===== src/rtl/serial_add_pkg.sv =====
// ---------------------------------------------------------------------------
// serial_add_pkg
//   Shared definitions for the bit-serial adder controller.
//   - DEFAULT_WIDTH / MIN_WIDTH / MAX_WIDTH : operand width default and range
//   - state_t                               : controller states IDLE/RUN/DONE
//   - cnt_width()                           : bit counter width for a WIDTH
// ---------------------------------------------------------------------------
package serial_add_pkg;

   localparam int DEFAULT_WIDTH = 8;
   localparam int MIN_WIDTH     = 2;
   localparam int MAX_WIDTH     = 32;

   typedef enum logic [1:0] {
      IDLE = 2'd0,
      RUN  = 2'd1,
      DONE = 2'd2
   } state_t;

   // Counter must hold 0..width-1.
   function automatic int cnt_width(input int width);
      return (width < 2) ? 1 : $clog2(width);
   endfunction

endpackage


===== src/rtl/serial_adder_ctrl_if.sv =====
// ---------------------------------------------------------------------------
// serial_adder_ctrl_if
//   Start/Done request interface of the bit-serial adder.
//   master : requesting logic (drives operands and Start, observes results)
//   slave  : serial_adder_ctrl
//   Signals:
//     Data_in_A/B [WIDTH], Data_in_Cin, Start       requester -> adder
//     Busy, Done, Data_out_Sum [WIDTH], Data_out_Carry adder -> requester
//     Data_out_Overflow                             only with SERIAL_ADD_OVERFLOW_EN
// ---------------------------------------------------------------------------
interface serial_adder_ctrl_if
   import serial_add_pkg::*;
#(
   parameter int WIDTH = DEFAULT_WIDTH
);

   logic [WIDTH-1:0] Data_in_A;
   logic [WIDTH-1:0] Data_in_B;
   logic             Data_in_Cin;
   logic             Start;
   logic             Busy;
   logic             Done;
   logic [WIDTH-1:0] Data_out_Sum;
   logic             Data_out_Carry;
`ifdef SERIAL_ADD_OVERFLOW_EN
   logic             Data_out_Overflow;
`endif

   modport master (
      output Data_in_A, Data_in_B, Data_in_Cin, Start,
`ifdef SERIAL_ADD_OVERFLOW_EN
      input  Data_out_Overflow,
`endif
      input  Busy, Done, Data_out_Sum, Data_out_Carry
   );

   modport slave (
      input  Data_in_A, Data_in_B, Data_in_Cin, Start,
`ifdef SERIAL_ADD_OVERFLOW_EN
      output Data_out_Overflow,
`endif
      output Busy, Done, Data_out_Sum, Data_out_Carry
   );

endinterface


===== src/rtl/full_adder.sv =====
// ---------------------------------------------------------------------------
// full_adder
//   Single-bit full-adder cell.
//   Data_in_A, Data_in_B, Data_in_C : addend bits and carry-in
//   Data_out_Sum, Data_out_Carry    : sum bit and carry-out
// ---------------------------------------------------------------------------
module full_adder (
   input  logic Data_in_A,
   input  logic Data_in_B,
   input  logic Data_in_C,
   output logic Data_out_Sum,
   output logic Data_out_Carry
);

   assign Data_out_Sum   = Data_in_A ^ Data_in_B ^ Data_in_C;
   assign Data_out_Carry = (Data_in_A & Data_in_B) | (Data_in_C & (Data_in_A ^ Data_in_B));

endmodule


===== src/rtl/serial_adder_ctrl.sv =====
// ---------------------------------------------------------------------------
// serial_adder_ctrl
//   Bit-serial WIDTH-bit adder. Operands are shifted LSB-first through one
//   full_adder cell; the ripple carry lives in a flip-flop between cycles and
//   sum bits are collected in a shift register.
//   A Start accepted in IDLE is followed by WIDTH RUN cycles and one DONE
//   cycle (Done high), giving one add per WIDTH+2 cycles.
//   Ports:
//     clk  rising-edge clock
//     rst  synchronous active-high reset
//     bus  serial_adder_ctrl_if.slave (operands, Start, Busy, Done, results)
//   Build option:
//     SERIAL_ADD_OVERFLOW_EN adds Data_out_Overflow (signed overflow of the add)
// ---------------------------------------------------------------------------
module serial_adder_ctrl
   import serial_add_pkg::*;
#(
   parameter int WIDTH = DEFAULT_WIDTH
) (
   input  logic               clk,
   input  logic               rst,
   serial_adder_ctrl_if.slave bus
);

   localparam int               CNT_W    = cnt_width(WIDTH);
   localparam logic [CNT_W-1:0] LAST_BIT = CNT_W'(WIDTH - 1);

   if (WIDTH < MIN_WIDTH || WIDTH > MAX_WIDTH) begin : g_bad_width
      $error("serial_adder_ctrl: WIDTH out of range 2..32");
   end

   state_t           state;
   logic [WIDTH-1:0] sh_a;
   logic [WIDTH-1:0] sh_b;
   logic             cy;
   logic [CNT_W-1:0] cnt;
   // Holds the WIDTH-1 sum bits already produced; the last bit comes straight
   // from the cell on the final RUN edge, so a full WIDTH-bit register is not
   // needed.
   logic [WIDTH-2:0] sum_sh;
   logic [WIDTH-1:0] sum_next;

   logic             busy_q;
   logic             done_q;
   logic [WIDTH-1:0] sum_q;
   logic             carry_q;
`ifdef SERIAL_ADD_OVERFLOW_EN
   logic             ovf_q;
`endif

   logic             fa_sum;
   logic             fa_carry;

   full_adder u_cell (
      .Data_in_A      (sh_a[0]),
      .Data_in_B      (sh_b[0]),
      .Data_in_C      (cy),
      .Data_out_Sum   (fa_sum),
      .Data_out_Carry (fa_carry)
   );

   // New bit enters at the top; after the last RUN edge this is the full sum.
   assign sum_next = {fa_sum, sum_sh};

   // NOTE: sequential state uses non-blocking assignments so every register
   // samples the pre-edge values, exactly like the flops it describes.
   always_ff @(posedge clk) begin
      if (rst) begin
         // NOTE: every register, including the datapath shift registers, is
         // reset so a discarded operation leaves nothing behind.
         state   <= IDLE;
         sh_a    <= '0;
         sh_b    <= '0;
         cy      <= 1'b0;
         cnt     <= '0;
         sum_sh  <= '0;
         busy_q  <= 1'b0;
         done_q  <= 1'b0;
         sum_q   <= '0;
         carry_q <= 1'b0;
`ifdef SERIAL_ADD_OVERFLOW_EN
         ovf_q   <= 1'b0;
`endif
      end else begin
         // NOTE: Done defaults low here so it can only be a one-cycle pulse.
         done_q <= 1'b0;
         unique case (state)
            IDLE: begin
               if (bus.Start) begin
                  sh_a   <= bus.Data_in_A;
                  sh_b   <= bus.Data_in_B;
                  cy     <= bus.Data_in_Cin;
                  cnt    <= '0;
                  sum_sh <= '0;
                  busy_q <= 1'b1;
                  state  <= RUN;
               end
            end

            RUN: begin
               cy     <= fa_carry;
               sum_sh <= sum_next[WIDTH-1:1];
               sh_a   <= sh_a >> 1;
               sh_b   <= sh_b >> 1;
               cnt    <= cnt + 1'b1;
               if (cnt == LAST_BIT) begin
                  sum_q   <= sum_next;
                  carry_q <= fa_carry;
`ifdef SERIAL_ADD_OVERFLOW_EN
                  // Carry into the MSB is cy; carry out of it is the cell carry.
                  ovf_q   <= cy ^ fa_carry;
`endif
                  done_q  <= 1'b1;
                  state   <= DONE;
               end
            end

            DONE: begin
               busy_q <= 1'b0;
               state  <= IDLE;
            end

            default: begin
               busy_q <= 1'b0;
               state  <= IDLE;
            end
         endcase
      end
   end

   assign bus.Busy           = busy_q;
   assign bus.Done           = done_q;
   assign bus.Data_out_Sum   = sum_q;
   assign bus.Data_out_Carry = carry_q;
`ifdef SERIAL_ADD_OVERFLOW_EN
   assign bus.Data_out_Overflow = ovf_q;
`endif

endmodule


===== src/flat_wrapper.sv =====
// flat-port wrapper written by rule: the top's interface ports become plain ports
module serial_adder_ctrl_flat import serial_add_pkg::*;
#(
   parameter int WIDTH = DEFAULT_WIDTH
)
  (clk, rst, bus_Data_in_A, bus_Data_in_B, bus_Data_in_Cin, bus_Start, bus_Busy, bus_Done, bus_Data_out_Sum, bus_Data_out_Carry);
  serial_adder_ctrl_if #(.WIDTH(WIDTH)) bus_i ();
  input  logic clk;
  input  logic rst;
  input wire logic [$bits(bus_i.Data_in_A)-1:0] bus_Data_in_A;
  input wire logic [$bits(bus_i.Data_in_B)-1:0] bus_Data_in_B;
  input wire logic [$bits(bus_i.Data_in_Cin)-1:0] bus_Data_in_Cin;
  input wire logic [$bits(bus_i.Start)-1:0] bus_Start;
  output wire logic [$bits(bus_i.Busy)-1:0] bus_Busy;
  output wire logic [$bits(bus_i.Done)-1:0] bus_Done;
  output wire logic [$bits(bus_i.Data_out_Sum)-1:0] bus_Data_out_Sum;
  output wire logic [$bits(bus_i.Data_out_Carry)-1:0] bus_Data_out_Carry;
  assign bus_i.Data_in_A = bus_Data_in_A;
  assign bus_i.Data_in_B = bus_Data_in_B;
  assign bus_i.Data_in_Cin = bus_Data_in_Cin;
  assign bus_i.Start = bus_Start;
  assign bus_Busy = bus_i.Busy;
  assign bus_Done = bus_i.Done;
  assign bus_Data_out_Sum = bus_i.Data_out_Sum;
  assign bus_Data_out_Carry = bus_i.Data_out_Carry;
  serial_adder_ctrl #(.WIDTH(WIDTH)) u_core (.clk(clk), .rst(rst), .bus(bus_i));
endmodule

===== config.mk =====
export PLATFORM = sky130hd
export DESIGN_NAME = serial_adder_ctrl_flat
export DESIGN_NICKNAME = d
export VERILOG_FILES = /design/src/rtl/serial_add_pkg.sv /design/src/rtl/serial_adder_ctrl_if.sv /design/src/rtl/full_adder.sv /design/src/rtl/serial_adder_ctrl.sv /design/src/flat_wrapper.sv
export SDC_FILE = /design/constraint.sdc
export NUM_CORES = 1
export LEC_CHECK = 0
export BUFFER_PORTS_ARGS = -buffer_cell sky130_fd_sc_hd__buf_2
export CAP_MARGIN = 40
export CORE_AREA = 2 2 79 81
export CTS_CLUSTER_DIAMETER = 150
export DETAILED_ROUTE_END_ITERATION = 8
export DIE_AREA = 0 0 81 83
export GPL_TIMING_DRIVEN = 0
export PLACE_DENSITY = 0.43
export SKIP_LAST_GASP = 1
export SYNTH_ARGS = -nofsm -noshare
export SYNTH_HDL_FRONTEND = slang
export SYNTH_SLANG_ARGS = --single-unit

===== constraint.sdc =====
create_clock -name clk -period 1.95 [get_ports clk]
set_input_delay 0.195 -clock clk [delete_from_list [all_inputs] [get_ports clk]]
set_output_delay 0.195 -clock clk [all_outputs]
set_load 0.02 [all_outputs]

## Word level (Yosys, flattened, before mapping)

Cells that the tools add are included.

| storage, ports and cells | value |
|---|---|
| input port bits | 20 |
| bits in registers | 40 |
| output and inout port bits | 11 |

| cells by class | value |
|---|---|
| reduce and logical (&&, ||, !) cells | 7 |
| $add $sub $neg | 1 |
| multiplexer cells | 16 |
| bitwise logic cells | 6 |
| equal/unequal tests | 4 |

Operator list:

| kind | count |
|---|---|
| $pmux 8 s2 | 2 |
| $mux 8 | 2 |
| $pmux 7 s2 | 1 |
| $reduce_and 2->1 | 4 |
| $mux 7 | 1 |
| $pmux 3 s2 | 1 |
| $mux 2 | 2 |
| $pmux 1 s2 | 2 |
| $pmux 2 s2 | 1 |
| $add 3x1->3 const B | 1 |
| $eq 3x3->1 const B | 1 |
| $mux 1 | 3 |
| $mux 3 | 1 |
| $and 1x1->1 | 2 |
| $eq 2x1->1 const B | 1 |
| $logic_not 2->1 | 1 |
| $ne 2x1->1 const B | 1 |
| $ne 2x2->1 const B | 1 |
| $reduce_bool 2->1 | 1 |
| $reduce_or 2->1 | 1 |
| $xor 1x1->1 | 2 |
| $not 1->1 | 1 |
| $or 1x1->1 | 1 |

## Logic depth before layout (Yosys ltp)

Gate-level depths: netlist (run 1).

| logic depth | value |
|---|---|
| word-level depth | 4 |
| gate-level depth with buffers | 7 |

## Hierarchy

Synthesis (run 1) repeated with hierarchy kept, for this count alone.

| second synthesis, totals | value |
|---|---|
| cells, all modules | 173 |
| area, all modules | 1679.1 um2 |

Modules (own cells, without submodules):

| module | seq. area each (um2) | times used | area an instance (um2) | cells an instance |
|---|---|---|---|---|
| serial_adder_ctrl | 800.8 | 1 | 1659.1 | 172 |
| full_adder | 0.0 | 1 | 20.0 | 1 |

## Worst setup path before layout (run 1)

OpenSTA, ideal clock, no wires.

| timing path | value |
|---|---|
| path type | reg2reg |
| from | register u_core.cnt[0] |
| to | register u_core.sum_q[2] (netlist: u_core.bus.Data_out_Sum[2]) |
| path slack | 0.591 ns |
| arrival | 1.289 ns |
| period minus slack after synthesis | 1.359 ns |
| stages on the path, launching flop included | 8 |
| library setup time | 0.071 ns |
| cell sequence | dfxtp_1 > ha_1 > ha_1 > buf_2 > nand3b_1 > buf_2 > nand2_1 > a21oi_1 |

| on the way | value |
|---|---|
| cells in the longest elaborated chain, start to end | 2 |

RTL lines:

| what | RTL line | text |
|---|---|---|
| start, declared | serial_adder_ctrl.sv:36 | `logic [CNT_W-1:0] cnt;` |
| start signal, assigned | serial_adder_ctrl.sv:105 | `cnt <= cnt + 1'b1;` |
| $eq 3x3->1 | serial_adder_ctrl.sv:106 | `if (cnt == LAST_BIT) begin` |
| $reduce_and 2->1 (no source line) | -- |  |
| end signal, assigned | serial_adder_ctrl.sv:107 | `sum_q <= sum_next;` |
| end, declared | serial_adder_ctrl.sv:45 | `logic [WIDTH-1:0] sum_q;` |

No other way between the ends.
A chain may end at the register's enable or synchronous reset.

## Final worst setup path (run 1)

| timing path | value |
|---|---|
| from | register u_core.cnt[0] |
| to | register u_core.sum_q[6] (netlist: u_core.bus.Data_out_Sum[6]) |

The elaborated chain is that of the path after synthesis.

==> flow_summary.toml, run 1 <==
[outcome]
status = "complete, no violations"

[critical_path]
crit_chain = "ha_1, ha_1, buf_2, nand3b_1, buf_2, nand2_1, a21oi_1"
cp.arrival_ns = 1.75
cpPeakStageDelay_ns = 0.33
critPathKind = "reg2reg"
start_kind = "flop"
slowest_stage = "dfxtp_1"
cp-end-kind = "flop"
path_max_fanout = 10
cp.required_ns = 2.17
rrSetupSlack_ns = 0.41

[timing]
max_freq_mhz = 651
setup_ws_ns = 0.413
finClkSkew_ns = 0.00221
worst_pin_slew_ns = 0.469
fin_crit_ns = 1.54
fin_setup_tns_ns = 0
hold_viol = 0
grt_setup_unrepaired = "no"
slew_headroom_pct = 68.7
setup_viol = 0
min_period_over_period_pct = 78.8
slew_viol_final = 0

[clocking]
cts_resized = 0
h-tree-depth = 2
cts-hold-fix-buffers = 0
cts-buffers-inserted = 5
worst_skew_pair.late_latency_ns = 0.28
clk_path_buf_depth = 2
clk_pin_slew_worst_paths_ns = 0.07
cts_tree = "built"
cts_root_buf = "clkbuf_8"
postCtsSetupBuffers = 0
cts_sinks = 40

[synthesis]
synth_edf_count = 0
ys_seq_area_share_pct = 48.7
avgSynthCellArea_um2 = 9.90
async_flop_share_pct = 0
synth_commonest_cells = "40 x dfxtp_1, 17 x nor2_1, 16 x inv_1"
yosysTopAreaCellShare_pct = 48.7
synth_nets = 189
synth_warnings = 0
syn-instance-count = 166
ys_top_cells_by_area = "dfxtp_1 49%, o221a_1 6.9%, a21oi_2 6.4%"
synthFlopType = "dfxtp_1"
synth-seq-cells = 40
synth.distinct_cells = 26
yosys.area.top_type = "dfxtp_1"
synthesis.area_um2 = 1640
yosysMostFrequentCell = "dfxtp_1"

[route]
first_pass_iters = 4
wl_um = 3540
antenna_left = 0
wl_per_cell_um = 12.7
drc_errors = 0
vias = 1284
routed_via_density = 4.62
initialDrtViolationCount = 42

[floorplan]
start_util_pct = 28.2
io-pin-count = 31
core-area_um2 = 5820
dieArea_um2 = 6720
dieWidth_um = 81
die_height_um = 83
rows = 28

[global_routing]
gr-usage-all-layers_pct = 11.3
grt_max_degree = 12
grt_pass1_wl_um = 5860
antenna_found_initial = 0
first_global_vias = 1243
gr-total-overflow = 0

[finish]
layout-drive-gt1-share_pct = 32.5
final_core_util_pct = 33.9
area_delta_synth_final_pct = 20.0
fillers = 645
n_antenna_cell = 0
nets = 225

[placement]
pre_cts_ws_ns = 0.389
dp_hpwl_um = 2590
io_buffers = 29
globalplace.congestion = 0.683

[power_and_ir_drop]
p_total_mw = 1.65
vdd_drop_max_mv = 0.329
p_leak_nw = 0.795
p_per_area_nw_per_um2 = 838

[flow_run]
drv_cap = 0

[min_path]
min_path_type = "in2reg"
## logic make-up (layout without fill, tap and decap cells)
group / count (synthesis) / count (layout) / share of synthesized area [%]
flops: 40 / 40 / 48.7
compound gates: 51 / 51 / 25.8
fa+ha+maj: 3 / 3 / 2.74
mux: 2 / 2 / 1.22
buf+inv: 29 / 66 / 9.98
simple gates: 41 / 41 / 11.5
## worst max-delay path, delay by kind of cell (launching register included)
kind	cells	cell delay, ns
AO/OA/AOI/OAI	1	0.14
adder cells (fa/ha/maj)	2	0.37
buffers and inverters	2	0.41
flip-flops	1	0.33
AND/OR/NAND/NOR	2	0.21
## where the power goes
| group | internal, mW | total [mW] | switching, mW |
|---|---|---|---|
| clock network | 0.289 | 0.560 | 0.272 |
| logic | 0.0994 | 0.208 | 0.109 |
| registers | 0.858 | 0.883 | 0.0251 |
| total | 1.25 | 1.65 | 0.406 |
## final cells by class
cell class | instances | area [um^2] | share of cell area, %
Buffer | 13 | 104 | 5.27
Clock buffer | 8 | 90.1 | 4.57
Timing Repair Buffer | 29 | 145 | 7.36
Sequential cell | 40 | 801 | 40.6
Multi-Input combinational cell | 97 | 678 | 34.4
Inverter | 16 | 60.1 | 3.05
Tap cell | 75 | 93.8 | 4.76
## layout by cell type (no fill, tap or decap)
cell	Yosys	layout
a21oi_1	12	12
a21oi_2	12	12
a22oi_1	11	11
buf_12	1	1
buf_2	4	33
buf_4	4	4
buf_6	1	1
buf_8	1	1
clkbuf_1	2	4
clkbuf_8	0	6
dfxtp_1	40	40
fa_1	1	1
ha_1	2	2
inv_1	16	16
mux2i_1	2	2
nand2_1	8	8
nand2b_1	1	1
nand3_1	8	8
nand3b_1	1	1
nor2_1	17	17
nor2_2	1	1
nor2b_2	2	2
nor3_1	2	2
nor3b_1	1	1
o21bai_1	1	1
o221a_1	10	10
o221a_2	5	5
## registers in the layout, summed over array words and instances, names as in the netlist
signal / flops
u_core.state: 2
u_core.bus.Done: 1
u_core.cnt: 3
u_core.sh_a: 8
u_core.cy: 1
u_core.bus.Busy: 1
u_core.sh_b: 8
u_core.bus.Data_out_Carry: 1
u_core.bus.Data_out_Sum: 8
u_core.sum_sh: 7
## metrics by stage
step / std cells / cell area (um^2) / hold WS, ns
after floorplan: 166 / 1640 / 0.343
after global placement: 270 / 1880 / 0.440
after detailed placement: 270 / 1880 / 0.445
after CTS: 278 / 1970 / 0.146
after global routing: 278 / 1970 / 0.152
final: 278 / 1970 / 0.152
## routing by layer
metal,track usage (%),wire [um]
met1,14.0,1600
met2,18.0,1730
met3,3.80,163
met4,4.16,51
met5,0,0
## worst paths after layout
path                                                              start                                 endpoint  depth (start not counted)
worst max-delay path                         u_core.cnt[0]$_SDFFE_PP0P_  u_core.bus.Data_out_Sum[6]$_SDFFE_PP0P_                          7
worst min-delay path                                   bus_Data_in_A[7]              u_core.sh_a[7]$_SDFFE_PP0P_                          3
worst max register to register               u_core.cnt[0]$_SDFFE_PP0P_  u_core.bus.Data_out_Sum[6]$_SDFFE_PP0P_                          7
worst min register to register  u_core.bus.Data_out_Sum[0]$_SDFFE_PP0P_  u_core.bus.Data_out_Sum[0]$_SDFFE_PP0P_                          2
Note: power is estimated with default switching activity, not from simulation.
==> run 2, diff against run 1 <==
- clock period: 1.95 -> 1.6 ns (I/O delays scaled with it)
==> run 2 against run 1 <==
Hold slack lost 0.032 ns. Non-clock buffer count is the same. Sequential power grew 22%. Critical path type unchanged. Largest cell class unchanged. Highest routed layer unchanged.
==> flow_summary.toml, run 2 (synthesized netlist as in run 1, its figures left out) <==
[finish]
nets = 225
layout-drive-gt1-share_pct = 32.5
area_delta_synth_final_pct = 20.4
n_antenna_cell = 0
final_common_cell = "dfxtp_1"
layout_common_cells = "40 x dfxtp_1, 32 x buf_2, 17 x nor2_1"
fillers = 646

[critical_path]
path_max_fanout = 10
timing.rr.end = "u_core.bus.Data_out_Sum[6]$_SDFFE_PP0P_"
crit_chain = "ha_1, ha_1, buf_2, nand3b_1, buf_6, nand2_1, a21oi_1"
cpPeakStageDelay_ns = 0.33
cp.arrival_ns = 1.68
slowest_stage = "dfxtp_1"
rrSetupSlack_ns = 0.13
worst-path-buf-inv = 2
crit_top_cell = "ha_1"
r2r_start = "u_core.cnt[0]$_SDFFE_PP0P_"
cp-end-kind = "flop"
start_kind = "flop"
cp.required_ns = 1.81
critPathKind = "reg2reg"
rr_worst_depth = 7
cpLargestDelayFamily = "adder cells"

[global_routing]
gr-total-overflow = 0
gr-usage-all-layers_pct = 11.3
grt_pass1_wl_um = 5860
grt_max_degree = 12
first_global_vias = 1243
antenna_found_initial = 0

[placement]
dp_hpwl_um = 2590
globalplace.congestion = 0.683
io_buffers = 29
pre_cts_ws_ns = 0.0386

[route]
drc_errors = 0
initialDrtViolationCount = 49
antenna_left = 0
routed_via_density = 4.63
wl_um = 3540
vias = 1288
wl_per_cell_um = 12.7
first_pass_iters = 4

[timing]
fin_setup_tns_ns = 0
fin_crit_ns = 1.47
min_period_over_period_pct = 91.7
finClkSkew_ns = 0.00201
worst_pin_slew_ns = 0.469
max_freq_mhz = 681
setup_ws_ns = 0.132
slew_headroom_pct = 68.7
grt_setup_unrepaired = "no"
setup_viol = 0
slew_viol_final = 0
hold_viol = 0

[floorplan]
die_height_um = 83
dieWidth_um = 81
start_util_pct = 28.2
io-pin-count = 31
core-area_um2 = 5820
rows = 28
dieArea_um2 = 6720

[power_and_ir_drop]
vdd_drop_max_mv = 0.401
p_leak_nw = 0.798
p_total_mw = 2.01
p_per_area_nw_per_um2 = 1020

[clocking]
cts-buffers-inserted = 5
cts_tree = "built"
cts_sinks = 40
clk_path_buf_depth = 2
worst_skew_pair.late_latency_ns = 0.28
postCtsSetupBuffers = 0
cts_root_buf = "clkbuf_8"
h-tree-depth = 2
clk_pin_slew_worst_paths_ns = 0.07
cts-hold-fix-buffers = 0

[min_path]
min_path_type = "in2reg"
hold_path_depth = 3
hp-start = "bus_Data_in_A[7]"
min_to = "u_core.sh_a[7]$_SDFFE_PP0P_"

[flow_run]
drv_cap = 0

[outcome]
status = "complete, no violations"
[run 2: layout make-up]
| cell class | instances | area [um^2] | area share, % |
|---|---|---|---|
| Multi-Input combinational cell | 97 | 678 | 34.3 |
| Buffer | 13 | 110 | 5.57 |
| Inverter | 16 | 60.1 | 3.04 |
| Clock buffer | 8 | 90.1 | 4.55 |
| Timing Repair Buffer | 29 | 145 | 7.34 |
| Sequential cell | 40 | 801 | 40.5 |
| Tap cell | 75 | 93.8 | 4.74 |
[run 2: power breakdown]
group / leakage [nW] / internal, mW / switching, mW
clock network: 0.0455 / 0.352 / 0.329
logic: 0.426 / 0.121 / 0.133
registers: 0.327 / 1.05 / 0.0307
[run 2: repair_timing]
item	in CTS	in global routing
resized for setup	0	3
setup endpoints to repair	0	8
endpoints found under the hold margin	0	0
[run 2: routing by layer]
layer	GRT usage [%]	wire [um]	share of wire, %	vias to the layer above
li1	-	-	-	651
met2	18.0	1710	48	23
met1	14.0	1630	46	610
met5	0	0	0	-
met3	3.80	162	4.6	4
met4	4.16	47	1.3	0
[run 2: worst max path at each step]
stage,startpoint,end,slack [ns],cells past startpoint
CTS,u_core.cnt[0]$_SDFFE_PP0P_,u_core.bus.Data_out_Sum[6]$_SDFFE_PP0P_,0.02,7
finish,u_core.cnt[0]$_SDFFE_PP0P_,u_core.bus.Data_out_Sum[6]$_SDFFE_PP0P_,0.13,7
detailed placement,u_core.cnt[0]$_SDFFE_PP0P_,u_core.bus.Data_out_Sum[6]$_SDFFE_PP0P_,0.04,7
global route,u_core.cnt[0]$_SDFFE_PP0P_,u_core.bus.Data_out_Sum[5]$_SDFFE_PP0P_,0.006,7
global placement,u_core.cnt[0]$_SDFFE_PP0P_,u_core.bus.Data_out_Sum[6]$_SDFFE_PP0P_,0.07,7
floorplan,u_core.cnt[0]$_SDFFE_PP0P_,u_core.bus.Data_out_Sum[2]$_SDFFE_PP0P_,0.24,7
[run 2: tightest hold or removal path, stage by stage]
cell and delay (ns):
buf_2 0.08, a22oi_1 0.05, nor2_1 0.07
[run 2: through the flow]
stage	instances	hold slack, ns	cell area [um^2]	utilization (%)
final	278	0.120	1980	34.0
after global routing	278	0.117	1980	34.0
after CTS	278	0.111	1970	33.9
after detailed placement	270	0.413	1880	32.4
after global placement	270	0.405	1880	32.4
after floorplan	166	0.308	1640	-
